### config.mk
export PLATFORM = sky130hd
export DESIGN_NAME = operand_loader_flat
export DESIGN_NICKNAME = d
export VERILOG_FILES = /design/src/rtl/operand_loader_if.sv /design/src/rtl/operand_loader.sv /design/src/flat_wrapper.sv
export SDC_FILE = /design/constraint.sdc
export NUM_CORES = 1
export LEC_CHECK = 0
export ABC_AREA = 1
export BUFFER_PORTS_ARGS = -buffer_cell sky130_fd_sc_hd__buf_2
export CORE_ASPECT_RATIO = 0.9
export CORE_MARGIN = 10
export CORE_UTILIZATION = 45
export DETAILED_ROUTE_END_ITERATION = 7
export PLACE_DENSITY = 0.62
export SLEW_MARGIN = 25
export SYNTH_ARGS = -nofsm -noshare
export SYNTH_HDL_FRONTEND = slang
export SYNTH_SLANG_ARGS = --single-unit
### constraint.sdc
create_clock -name MAX10_CLK1_50 -period 4.1 [get_ports MAX10_CLK1_50]
set_clock_uncertainty 0.05 [all_clocks]
set_input_delay 0.41 -clock MAX10_CLK1_50 [delete_from_list [all_inputs] [get_ports MAX10_CLK1_50]]
set_output_delay 0.41 -clock MAX10_CLK1_50 [all_outputs]
set_load 0.02 [all_outputs]
### src/rtl/operand_loader_if.sv
// operand_loader_if: button, switch and operand/status signals of the operand loader
interface operand_loader_if #(
    parameter int WIDTH = 4
);
    logic             KEY_N;
    logic             CLR_N;
    logic [WIDTH-1:0] SW_DATA;
    logic             SW_SIGNED;
    logic [WIDTH-1:0] X;
    logic [WIDTH-1:0] Y;
    logic             SIGNED_MODE;
    logic             VALID;
    logic             LOAD_PULSE;
    logic [1:0]       STATE;
    modport master (
        output KEY_N, CLR_N, SW_DATA, SW_SIGNED,
        input  X, Y, SIGNED_MODE, VALID, LOAD_PULSE, STATE
    );
    modport slave (
        input  KEY_N, CLR_N, SW_DATA, SW_SIGNED,
        output X, Y, SIGNED_MODE, VALID, LOAD_PULSE, STATE
    );
endinterface

### src/rtl/operand_loader.sv
// operand_loader: debounced enter/clear buttons drive a capture FSM for an X/Y operand pair
module operand_loader #(
    parameter int WIDTH           = 4,
    parameter int DEBOUNCE_CYCLES = 500000
) (
    input  logic               MAX10_CLK1_50,
    input  logic               RST,
    operand_loader_if.slave    bus
);
    localparam int CW = $clog2(DEBOUNCE_CYCLES + 1);
    localparam logic [CW-1:0] LIM = CW'(DEBOUNCE_CYCLES - 1);
    typedef enum logic [1:0] {IDLE_X = 2'b00, WAIT_Y = 2'b01, SHOW = 2'b10, BAD = 2'b11} state_t;
    logic [1:0]       s1_q, s2_q, vld_q, deb_q, deb_d, prev_q, arm_q, arm_d, evt_q, evt_d;
    logic [CW-1:0]    cnt_q [2];
    logic [CW-1:0]    cnt_d [2];
    state_t           state_q, state_d;
    logic [WIDTH-1:0] x_q, x_d, y_q, y_d;
    logic             sm_q, sm_d, valid_q, valid_d, load_q, load_d;
    logic             enter, clr;
    assign enter = evt_q[0];
    assign clr   = evt_q[1];
    always_comb begin
        for (int i = 0; i < 2; i++) begin
            cnt_d[i] = (s2_q[i] == deb_q[i] || cnt_q[i] == LIM) ? '0 : cnt_q[i] + 1'b1;
            deb_d[i] = (s2_q[i] != deb_q[i] && cnt_q[i] == LIM) ? s2_q[i] : deb_q[i];
            // a button held through reset stays disarmed until a genuine released sample is seen
            arm_d[i] = arm_q[i] | (vld_q[1] & s2_q[i]);
            evt_d[i] = arm_q[i] & prev_q[i] & ~deb_q[i];
        end
        state_d = state_q;
        x_d     = x_q;
        y_d     = y_q;
        sm_d    = sm_q;
        valid_d = valid_q;
        load_d  = 1'b0;
        if (clr || state_q == BAD) begin
            state_d = IDLE_X;
            x_d     = '0;
            y_d     = '0;
            sm_d    = 1'b0;
            valid_d = 1'b0;
        end else if (enter) begin
            if (state_q == IDLE_X) begin
                x_d     = bus.SW_DATA;
                state_d = WAIT_Y;
            end else if (state_q == WAIT_Y) begin
                y_d     = bus.SW_DATA;
                sm_d    = bus.SW_SIGNED;
                valid_d = 1'b1;
                load_d  = 1'b1;
                state_d = SHOW;
            end else begin
                x_d     = bus.SW_DATA;
                valid_d = 1'b0;
                state_d = WAIT_Y;
            end
        end
    end
    always_ff @(posedge MAX10_CLK1_50) begin
        if (RST) begin
            s1_q    <= '1;
            s2_q    <= '1;
            vld_q   <= '0;
            deb_q   <= '1;
            prev_q  <= '1;
            arm_q   <= '0;
            evt_q   <= '0;
            cnt_q   <= '{default: '0};
            state_q <= IDLE_X;
            x_q     <= '0;
            y_q     <= '0;
            sm_q    <= 1'b0;
            valid_q <= 1'b0;
            load_q  <= 1'b0;
        end else begin
            s1_q    <= {bus.CLR_N, bus.KEY_N};
            s2_q    <= s1_q;
            vld_q   <= {vld_q[0], 1'b1};
            deb_q   <= deb_d;
            prev_q  <= deb_q;
            arm_q   <= arm_d;
            evt_q   <= evt_d;
            cnt_q   <= cnt_d;
            state_q <= state_d;
            x_q     <= x_d;
            y_q     <= y_d;
            sm_q    <= sm_d;
            valid_q <= valid_d;
            load_q  <= load_d;
        end
    end
    assign bus.X           = x_q;
    assign bus.Y           = y_q;
    assign bus.SIGNED_MODE = sm_q;
    assign bus.VALID       = valid_q;
    assign bus.LOAD_PULSE  = load_q;
    assign bus.STATE       = state_q;
endmodule

### src/flat_wrapper.sv
// flat-port wrapper written by rule: the top's interface ports become plain ports
module operand_loader_flat 
#(
    parameter int WIDTH           = 4,
    parameter int DEBOUNCE_CYCLES = 500000
)
  (MAX10_CLK1_50, RST, bus_KEY_N, bus_CLR_N, bus_SW_DATA, bus_SW_SIGNED, bus_X, bus_Y, bus_SIGNED_MODE, bus_VALID, bus_LOAD_PULSE, bus_STATE);
  operand_loader_if #(.WIDTH(WIDTH)) bus_i ();
  input  logic MAX10_CLK1_50;
  input  logic RST;
  input wire logic [$bits(bus_i.KEY_N)-1:0] bus_KEY_N;
  input wire logic [$bits(bus_i.CLR_N)-1:0] bus_CLR_N;
  input wire logic [$bits(bus_i.SW_DATA)-1:0] bus_SW_DATA;
  input wire logic [$bits(bus_i.SW_SIGNED)-1:0] bus_SW_SIGNED;
  output wire logic [$bits(bus_i.X)-1:0] bus_X;
  output wire logic [$bits(bus_i.Y)-1:0] bus_Y;
  output wire logic [$bits(bus_i.SIGNED_MODE)-1:0] bus_SIGNED_MODE;
  output wire logic [$bits(bus_i.VALID)-1:0] bus_VALID;
  output wire logic [$bits(bus_i.LOAD_PULSE)-1:0] bus_LOAD_PULSE;
  output wire logic [$bits(bus_i.STATE)-1:0] bus_STATE;
  assign bus_i.KEY_N = bus_KEY_N;
  assign bus_i.CLR_N = bus_CLR_N;
  assign bus_i.SW_DATA = bus_SW_DATA;
  assign bus_i.SW_SIGNED = bus_SW_SIGNED;
  assign bus_X = bus_i.X;
  assign bus_Y = bus_i.Y;
  assign bus_SIGNED_MODE = bus_i.SIGNED_MODE;
  assign bus_VALID = bus_i.VALID;
  assign bus_LOAD_PULSE = bus_i.LOAD_PULSE;
  assign bus_STATE = bus_i.STATE;
  operand_loader #(.WIDTH(WIDTH), .DEBOUNCE_CYCLES(DEBOUNCE_CYCLES)) u_core (.MAX10_CLK1_50(MAX10_CLK1_50), .RST(RST), .bus(bus_i));
endmodule
# --- Yosys cells after proc, flatten, opt, wreduce, memory -nomap -nowiden ---
# Cells that the tools add are included.
totals:
  regBits: 65
  inputBits: 9
  out_inout_bits: 13
  wordCells: 59
op_classes:
  add_sub_neg: 2
  eq_ne: 9
  n_mux: 6
  bitwise: 12
  reduce_logical: 13
ops:
  columns: ["op", "count"]
  rows:
  - ["$add 19x1->19 const B", 2]
  - ["$eq 19x19->1 const B", 2]
  - ["$mux 4", 2]
  - ["$and 1x1->1", 6]
  - ["$reduce_or 2->1", 3]
  - ["$mux 2", 2]
  - ["$not 1->1", 4]
  - ["$reduce_and 2->1", 2]
  - ["$reduce_or 4->1", 1]
  - ["$logic_or 1x1->1", 3]
  - ["$reduce_and 3->1", 1]
  - ["$eq 1x1->1", 2]
  - ["$eq 2x1->1 const B", 1]
  - ["$eq 2x2->1 const B", 1]
  - ["$logic_and 1x1->1", 2]
  - ["$logic_not 2->1", 1]
  - ["$mux 1", 2]
  - ["$ne 1x1->1", 2]
  - ["$ne 2x1->1 const B", 1]
  - ["$or 1x1->1", 2]

# --- Depth between registers and ports, before layout ---
# Gate-level depths: netlist of the first run.
logic_depth:
  ltp_word: 3
  depth_mapped: 9
  ltp_nobuf: 9

# --- Worst setup path before layout of the first run ---
# OpenSTA, ideal clock, no wires.
synth_timing:
  path_kind: "reg2reg"
  startpoint: "register u_core.cnt_q[19] (netlist name)"
  endpoint: "register u_core.cnt_q[30] (netlist name)"
  setup_time_ns: 0.114
  t_arrival_ns: 1.169
  t_required_ns: 3.936
  setup_slack_ns: 2.767
  stages_incl_launch_ff: 8
  n_path_buf: 1
  cell_sequence: "dfxtp_1 ha_1 nand3_1 nor2_1 nand3_2 nand2_4 buf_6 nor2_1"
synth_via:
  elab_chain_cells: 3
  word_cells_on_any_way: 4
  classes_between: "1 x add/sub; 1 x eq/ne; 2 x reduce/logical"
synth_rtl:
  columns: ["item", "line", "text"]
  rows:
  - ["start: declaration", "operand_loader.sv:14", "logic [CW-1:0] cnt_q [2];"]
  - ["start signal: assignment", "operand_loader.sv:83", "cnt_q <= cnt_d;"]
  - ["parallel branches: the longest is 3 deep, another holds $add 19x1->19", null, null]
# Several ways; the timed one is not identified.
# A chain may end at the register's enable or synchronous reset.

# --- Worst setup path after layout of the first run ---
layout_timing:
  startpoint: "register u_core.cnt_q[19] (netlist name)"
  endpoint: "register u_core.cnt_q[34] (netlist name)"
# The elaborated chain is that of the path after synthesis.

==> results of run 1 <==
==> worst paths after layout <==
kind	endpoint	slack [ps]
worst min register to register	u_core.vld_q[1]	360
worst min-delay path	u_core.s1_q[0]	200
worst max-delay path	u_core.cnt_q[34]	2600
worst max register to register	u_core.cnt_q[34]	2600
==> state kept, by name, indices dropped and copies added, names as in the netlist <==
| name | count |
|---|---|
| u_core.bus.LOAD_PULSE | 1 |
| u_core.arm_q | 2 |
| u_core.prev_q | 2 |
| u_core.s2_q | 2 |
| u_core.deb_q | 2 |
| u_core.bus.SIGNED_MODE | 1 |
| u_core.bus.Y | 4 |
| u_core.bus.STATE | 2 |
| u_core.evt_q | 2 |
| u_core.bus.X | 4 |
| u_core.cnt_q | 38 |
| u_core.s1_q | 2 |
| u_core.vld_q | 2 |
| u_core.bus.VALID | 1 |
==> metal layers <==
metal	global-route usage [%]	vias up	wire, um
li1	-	1277	-
met1	15.7	1022	2710
met2	18.2	41	2290
met3	4.34	5	331
met4	5.32	0	55
met5	0	-	0
==> cell usage in the layout, fill, tap and decap left out <==
cell type / instances
nand2_4: 2
or2_2: 7
clkinvlp_4: 2
xor2_1: 8
xnor2_1: 6
nor2_1: 73
o21ai_0: 5
buf_2: 21
nand3_2: 2
inv_6: 2
nand3b_1: 1
nor3_1: 4
dfxtp_1: 65
o21a_1: 1
ha_1: 2
nor2_2: 3
nand3_1: 24
nand4_1: 9
nand2_2: 2
o21ai_1: 2
o21bai_1: 2
nand3b_2: 1
nand2_1: 93
or2_0: 1
a211oi_1: 2
a21oi_1: 29
clkbuf_8: 9
clkinv_4: 1
inv_1: 32
nor2_4: 3
bufinv_16: 2
==> power by group <==
| part | switching, W | internal [W] | total, W |
|---|---|---|---|
| Clock | 0.000259 | 0.000347 | 0.000606 |
| Sequential | 0.00000256 | 0.000636 | 0.000638 |
| Combinational | 0.0000106 | 0.00000692 | 0.0000175 |
| Total | 0.000272 | 0.000990 | 0.00126 |
==> cell type report <==
cell class | count | share of cell area [%]
multi-input combinational | 282 | 42.5
sequential | 65 | 40.6
clock buffer | 9 | 3.87
inverter | 32 | 3.75
timing repair buffer | 21 | 3.28
clock inverter | 7 | 3.16
tap | 72 | 2.81
==> metrics by stage <==
| step | setup slack [ps] | hold slack (ps) | cell area, um^2 | total power [W] |
|---|---|---|---|---|
| floorplan | 2770 | 338 | 2820 | 0.000665 |
| global placement | 2630 | 344 | 2980 | 0.000671 |
| detailed placement | 2590 | 346 | 2980 | 0.000671 |
| CTS | 2580 | 184 | 3200 | 0.00128 |
| global route | 2430 | 194 | 3200 | 0.00131 |
| finish | 2600 | 205 | 3200 | 0.00126 |
==> worst max-delay path: stages, from the launching register on <==
cell	delay, ps
dfxtp_1	350
ha_1	210
nand3_1	150
nor2_1	170
nand3_2	130
nand2_4	200
inv_1	60
nand2_1	60
inv_1	30
==> logic make-up after synthesis <==
logic type,synth area share (%)
buf+inv,5.42
simple gates,35.4
fa+ha+maj,0.889
compound gates,7.73
flops,46.2
xor+xnor,4.36
==> impl_results.md, run 1 <==
- Cell Area, Synth: 2820 um^2
- DR pass1 iterations: 4
- Largest net degree at the start of global routing: 19
- Min-delay src: bus_KEY_N
- Peak VDD IR: 0.193 mV
- Worst hold stages: 2
- Post-synth EDFFs: 0
- Synth Instances: 383
- Synth unique cells: 27
- Leakage: 1.09 nW
- Synth cell count leaders: 93 x nand2_1, 73 x nor2_1, 65 x dfxtp_1
- FF+latch count, synth: 65
- Fin. max-slew vios: 0
- Sequential share of the synthesized area: 46.2%
- Final setup viols: 0
- TritonCTS clock tree: yes
- Dpl hpwl: 3.99 mm
- DRC: 0
- Synth warnings: 0
- Antenna cell count: 0
- Setup CP Type: register to register
- First DRT Iteration DRCs: 76
- Final wirelength: 5.38 mm
- Depth of the most critical reg-to-reg path: 8
- FMAX: 666 MHz
- Sequential cell area: 1300 um^2
- Placed insts: 472
- Initial cell density of the core: 46.3%
- Total global-route track usage: 12.2%
- DIE AREA: 9820 um^2
- Reg2reg start: u_core.cnt_q[19]
- CP Data Required Time: 4280 ps
- Htree depth: 3
- Ys async rst share: 0%
- Fin crit period: 1500 ps
- Synthesized area per cell: 7.35 um^2
- Boundary pin count: 22
- Clk buf depth: 2
- Via density: 4.81
- Min-Delay Path Class: input port to register
- First-pass GRT wire length: 9.71 mm
- Area grow syn2layout: 13.8%
- Core Region: 6080 um^2
- Hold Buf Count CTS: 0
- Synth top area share: 46.2%
- Least-Margin Pin Slew: 836 ps
- Final weighted congestion in routability-driven placement: 0.864
- Top-count cell post-synth: nand2_1
- Status: complete, no violations
- Critical path peak fanout: 18
- Post-CTS Setup Bufs: 0
- Vias in the first global route: 2230
- Worst setup SP type: register
- Non-Filler Instances: 488
- Antenna violations before repair: 0
- Mapped Nets: 394
- Num rows: 27
- Max_cap viols: 0
- Routed Antenna Nets: 0
- GRT overflow: 0
- Die H: 95.0 um
- PostCTS Resize Cnt: 0
- Final sum of negative setup slack: 0 ps
- RSZ-0062 raised after global routing: false
- CP startpoint: u_core.cnt_q[19]
- Fill cells: 603
- CP arrival: 1680 ps
- Via count: 2345
- Share of cells above drive strength 1: 13.7%
- Clock Latency Late Sink: 340 ps
- CP endpoint kind: register
- Root Driver: clkbuf_8
- Final Net Count: 422
- Fraction of the cycle the final worst path needs: 36.6%
- Num CTS Buffers: 9
- Power Density: 394 nW/um^2
- Area occupied by multi-input gates: 1360 um^2
- Synth top area cells: dfxtp_1 46%, nand2_1 12%, nor2_1 9.7%
- Cell taking the most area after synthesis: dfxtp_1
- Number of port buffers: 21
- Sink Count: 65
- Die Span X: 103 um
- Layout Utilization: 52.7%
- Clock slew at reported path FFs: 70 ps
- Synth Flop Type: dfxtp_1
- Wire per inst: 11.0 um
- Slew Limit Headroom: 43.9%
- Final Hold Vio Count: 0
(Power assumes the default switching activity.)
==> inputs of run 2 (changes only) <==
Clock period 4.1 ns to 1.5 ns, I/O delays scaled along.
==> run 2 against run 1 <==
- flip-flop and latch count unchanged
- sequential power rose to 2.7 times the previous value
- wire length up 9.5%
- worst hold slack worse by 160 ps
- global-route usage up 0.35 points
- via count up 4.1%
- core utilization up 3.8 points
- register-to-register slack worse by 2500 ps
- setup slack worse by 2500 ps
- clock-buffer cell count unchanged
- critical endpoint unchanged
- highest routed layer unchanged
==> impl_results.md, run 2 (same netlist as run 1, synthesis figures left out) <==
- Status: complete, no violations
- Peak VDD IR: 0.513 mV (+170%)
- Setup CP Type: register to register
- Layout Utilization: 56.5% (+3.8 points)
- CP max-delay cell: dfxtp_4
- Max reg flops: 38 (unchanged)
- Max incr delay on CP: 370 ps (+20 ps)
- DRC: 0 (unchanged)
- Area grow syn2layout: 22.1%
- DIE AREA: 9820 um^2 (unchanged)
- Final weighted congestion in routability-driven placement: 0.841 (-2.7%)
- Share of cells above drive strength 1: 18.5% (+4.7 points)
- Wire per inst: 11.5 um (+4.6%)
- Reg2reg start: u_core.cnt_q[19]
- Crit path top cell by count: inv_1
- Max_cap viols: 0 (unchanged)
- CP endpoint kind: register
- Largest Register: u_core.cnt_q
- CP startpoint: u_core.cnt_q[19]
- Final Hold Vio Count: 0 (unchanged)
- Number of port buffers: 21 (unchanged)
- Dpl hpwl: 4.21 mm (+5.5%)
- Total global-route track usage: 12.6% (+0.35 points)
- DR pass1 iterations: 5 (+1)
- Critical path peak fanout: 9 (-9)
- Worst reg-to-reg setup slack: 110 ps (-2480 ps)
- Largest net degree at the start of global routing: 19 (unchanged)
- Via density: 4.78 (-0.55%)
- CP Data Required Time: 1690 ps (-2590 ps)
- Leakage: 1.20 nW (+11%)
- Area occupied by multi-input gates: 1430 um^2 (+5.0%)
- Antenna violations before repair: 0 (unchanged)
- CP arrival: 1580 ps (-100 ps)
- Fin crit period: 1390 ps (-116 ps)
- Die H: 95.0 um (unchanged)
- GRT overflow: 0 (unchanged)
- Sink Count: 65 (unchanged)
- Core Region: 6080 um^2 (unchanged)
- Min-Delay Path Class: input port to register
- Slew Limit Headroom: 74.0% (+30 points)
- Min-delay src: RST
- Most common cell after layout, fill and taps aside: nand2_1
- Worst setup SP type: register
- RR Endpoint: u_core.cnt_q[34]
- Crit-path leading delay family: simple AND/OR/NAND/NOR gates
- Num rows: 27 (unchanged)
- Antenna cell count: 0 (unchanged)
- Vias in the first global route: 2159 (-3.2%)
- First DRT Iteration DRCs: 162 (+110%)
- Fraction of the cycle the final worst path needs: 92.3% (+56 points)
- Die Span X: 103 um (unchanged)
- Num CTS Buffers: 9 (unchanged)
- CP bufs+invs: 2 (unchanged)
- Least-Margin Pin Slew: 389 ps (-447 ps)
- TritonCTS clock tree: yes
- Sequential cell area: 1310 um^2 (+0.58%)
- Most frequent cells in the layout: 93 x nand2_1, 71 x nor2_1, 61 x dfxtp_1, 32 x inv_1, 29 x a21oi_1
- Worst hold stages: 2 (unchanged)
- Fill cells: 590 (-2.2%)
- Power Density: 966 nW/um^2 (+150%)
- FMAX: 722 MHz (+8.4%)
- Final Net Count: 445 (+5.5%)
- Depth of the most critical reg-to-reg path: 8 (unchanged)
- Htree depth: 3 (unchanged)
- Clock slew at reported path FFs: 80 ps (about the same)
- Via count: 2442 (+4.1%)
- Cell chain of the critical path: ha_4, nand3_1, nor2_2, nand3_4, nand2_8, inv_1, nand2_1, inv_1
- Fin. max-slew vios: 0 (unchanged)
- Final sum of negative setup slack: 0 ps (unchanged)
- Root Driver: clkbuf_8
- Boundary pin count: 22 (unchanged)
- Clock Latency Late Sink: 350 ps (about the same)
- Hold EP: u_core.arm_q[0]
- Routed Antenna Nets: 0 (unchanged)
- Final setup viols: 0 (unchanged)
- First-pass GRT wire length: 9.83 mm (+1.2%)
- Initial cell density of the core: 46.3% (unchanged)
- Clk buf depth: 2 (unchanged)
- Final wirelength: 5.89 mm (+9.5%)
run 2: per-layer routing:
layer	global-route usage [%]	part of all wire, %
met5	0	0
met3	5.35	6.9
met1	17.2	50
met4	4.17	1.2
met2	17.4	42
run 2: report_power, final:
part | internal (W) | leakage, nW | switching, W | total, W
Sequential | 0.00174 | 0.528 | 0.00000804 | 0.00174
Combinational | 0.0000335 | 0.573 | 0.0000335 | 0.0000670
Clock | 0.000781 | 0.100 | 0.000728 | 0.00151
run 2: stage by stage:
stage	std cells	power (W)	instance area (um^2)	setup slack, ps	hold WS [ps]
3_3_place_gp	484	0.00184	3070	67.3	282
2_1_floorplan	383	0.00182	2820	167	201
3_5_place_dp	484	0.00184	3070	15.7	287
6_report	511	0.00332	3440	115	40.1
5_1_grt	511	0.00345	3440	-3.50	55.5
4_1_cts	507	0.00338	3340	7.91	30.3
run 2: worst max-delay path by stage:
stage,slack (ps),end,cells after the start
final,110,u_core.cnt_q[34],8
after global routing,-4,u_core.cnt_q[34],8
after CTS,8,u_core.cnt_q[34],8
after detailed placement,20,u_core.cnt_q[34],8
after global placement,70,u_core.cnt_q[34],8
after floorplan,170,u_core.cnt_q[30],7
run 2: repair_timing:
action,in CTS,in global routing
buffers inserted,0,3
setup endpoints to repair,0,37
resized for setup,0,15
hold buffers,7,0
hold endpoints to repair,11,0
run 2: final cells by class:
class / count / area share [%]
Multi-Input combinational cell: 283 / 41.6
Sequential cell: 65 / 38.1
Timing Repair Buffer: 43 / 8.37
Clock buffer: 9 / 3.60
Inverter: 32 / 3.49
Tap cell: 72 / 2.62
Clock inverter: 7 / 2.26
==> inputs of run 3 (changes only) <==
Settings changed: PLACE_DENSITY 0.62 to 0.74.
==> run 3 against run 2 <==
- first-iteration DRC count decreased by 38%
- clock-buffer cell count increased by 1
- global-route usage increased by 0.14 points
- critical endpoint unchanged
- maximum frequency decreased by 1.5%
- combinational power increased by 11%
- sequential share of layout area about the same
- critical path type unchanged
- largest cell class unchanged
- setup slack got worse by 20 ps
==> impl_results.md, run 3 (same netlist as run 1, synthesis figures left out) <==
- Antenna cell count: 0 (unchanged)
- Sequential power share: 53.5% (+1.0 points)
- Placed insts: 479 (-1.0%)
- Final Hold Vio Count: 0 (unchanged)
- Most common cell after layout, fill and taps aside: nand2_1
- Reg2reg start: u_core.cnt_q[29]
- TritonCTS clock tree: yes
- Max reg flops: 38 (unchanged)
- Hold EP: u_core.vld_q[1]
- Clock Latency Late Sink: 330 ps (-20 ps)
- Depth of the most critical reg-to-reg path: 6 (-2)
- Share of cells above drive strength 1: 18.3% (-0.10 points)
- Cell chain of the critical path: nor3_1, nand3_4, nand2_8, inv_1, nand2_1, inv_1
- Antenna violations before repair: 0 (unchanged)
- DR pass1 iterations: 4 (-1)
- DRC: 0 (unchanged)
- Crit path top cell by count: inv_1
- Non-Filler Instances: 508 (-0.59%)
- Max_cap viols: 0 (unchanged)
- Comb power frac: 2.3% (+0.3 points)
- Final Net Count: 442 (-0.67%)
- Final sum of negative setup slack: 0 ps (unchanged)
- GRT overflow: 0 (unchanged)
- Fin crit period: 1410 ps (+20.5 ps)
- Final wirelength: 6.18 mm (+4.9%)
- Min-Delay Path Class: input port to register
- Worst reg-to-reg setup slack: 90 ps (-20 ps)
- Number of port buffers: 21 (unchanged)
- Slew Limit Headroom: 68.9% (-5.2 points)
- Worst hold stages: 2 (unchanged)
- Final weighted congestion in routability-driven placement: 0.849 (+0.98%)
- Fin. max-slew vios: 0 (unchanged)
- Sink Count: 65 (unchanged)
- Root Driver: clkbuf_8
- Clock slew at reported path FFs: 70 ps (about the same)
- Status: complete, no violations
- FMAX: 711 MHz (-1.5%)
- RR Endpoint: u_core.cnt_q[34]
- Die H: 95.0 um (unchanged)
- Largest net degree at the start of global routing: 19 (unchanged)
- Htree depth: 3 (unchanged)
- Num rows: 27 (unchanged)
- Setup WS pre-CTS: 19.7 ps (+3.99 ps)
- Final setup viols: 0 (unchanged)
- Peak VDD IR: 0.661 mV (+29%)
- Area grow syn2layout: 22.0% (about the same)
- Largest Register: u_core.cnt_q
- Core Region: 6080 um^2 (unchanged)
- Initial cell density of the core: 46.3% (unchanged)
- Most frequent cells in the layout: 93 x nand2_1, 69 x nor2_1, 60 x dfxtp_1, 32 x inv_1, 29 x a21oi_1
- Via density: 4.93 (+3.2%)
- Least-Margin Pin Slew: 467 ps (+77.3 ps)
- Vias in the first global route: 2362 (+9.4%)
- Sw power: 0.000718 W (-6.7%)
- Routed Antenna Nets: 0 (unchanged)
- Leakage: 1.18 nW (-1.8%)
- Num CTS Buffers: 9 (unchanged)
- CP Data Required Time: 1690 ps (about the same)
- Total global-route track usage: 12.7% (+0.14 points)
- Boundary pin count: 22 (unchanged)
- Critical path peak fanout: 6 (-3)
- CP max-delay cell: nor3_1
- Via count: 2505 (+2.6%)
- First DRT Iteration DRCs: 100 (-38%)
- DIE AREA: 9820 um^2 (unchanged)
- Fraction of the cycle the final worst path needs: 93.7% (+1.4 points)
- CP arrival: 1600 ps (+20 ps)
- Dpl hpwl: 4.24 mm (+0.70%)
- Internal: 0.00255 W (-0.12%)
- CP endpoint kind: register
- Clk network pwr share: 44.3% (-1.1 points)
- Wire per inst: 12.2 um (+5.5%)
- Power Density: 950 nW/um^2 (-1.6%)
- Sw Share: 22.0% (-1.2 points)
- Max incr delay on CP: 410 ps (+40 ps)
- Worst hold slack: 63.2 ps (+23.1 ps)
- Min-delay src: RST
- Setup CP Type: register to register
- Setup slack after layout: 94.4 ps (-20.5 ps)
- Clk buf depth: 2 (unchanged)
- First-pass GRT wire length: 10.1 mm (+2.4%)
- Die Span X: 103 um (unchanged)
- Worst setup SP type: register
run 3: final cells by class:
type	count	area, um^2
Clock buffer	10	128
Clock inverter	6	67.6
Fill cell	554	2650
Inverter	32	120
Multi-Input combinational cell	285	1470
Sequential cell	65	1310
Tap cell	72	90.1
Timing Repair Buffer	38	250
run 3: worst max path at each step:
stage	slack [ps]	endpoint	cells after the start	start
3_5_place_dp	20	u_core.cnt_q[16]	8	u_core.cnt_q[0]
2_1_floorplan	170	u_core.cnt_q[30]	7	u_core.cnt_q[19]
5_1_grt	-7	u_core.cnt_q[36]	7	u_core.cnt_q[28]
3_3_place_gp	70	u_core.cnt_q[34]	8	u_core.cnt_q[19]
4_1_cts	20	u_core.cnt_q[16]	8	u_core.cnt_q[0]
6_report	90	u_core.cnt_q[34]	6	u_core.cnt_q[29]
run 3: per-stage QoR:
stage	util, %	instance area (um^2)	total power (W)
final	56.5	3440	0.00327
after global placement	49.8	3030	0.00184
after global routing	56.5	3440	0.00340
after CTS	54.2	3300	0.00332
after detailed placement	49.8	3030	0.00184
after floorplan	-	2820	0.00182
run 3: power groups by stage:
stage,Combinational [W],Sequential [W],Clock (W)
2_1_floorplan,0.0000347,0.00178,0
3_5_place_dp,0.0000526,0.00178,0
5_1_grt,0.0000833,0.00175,0.00157
4_1_cts,0.0000671,0.00174,0.00151
6_report,0.0000741,0.00175,0.00145
3_3_place_gp,0.0000517,0.00178,0
run 3: worst max-delay path: cells and delay by family (launching register included):
family        cells  cell delay [ps]
flops             1              370
simple gates      4              810
buf+inv           2               70
run 3: timing repair:
| action | CTS | global route |
|---|---|---|
| setup buffers | 0 | 3 |
| hold buffers | 7 | 0 |
| hold endpoints to repair | 8 | 0 |
| endpoints found under the setup margin | 0 | 38 |
| gates resized for setup | 0 | 19 |
run 3: routing by layer:
layer	wire [um]	global-route usage (%)	part of all wire [%]	up-vias
met3	252	4.41	4.1	8
met1	2900	14.9	47	1133
met2	2960	20.4	48	36
li1	-	-	-	1328
met5	0	0	0	-
met4	68	6.13	1.1	0
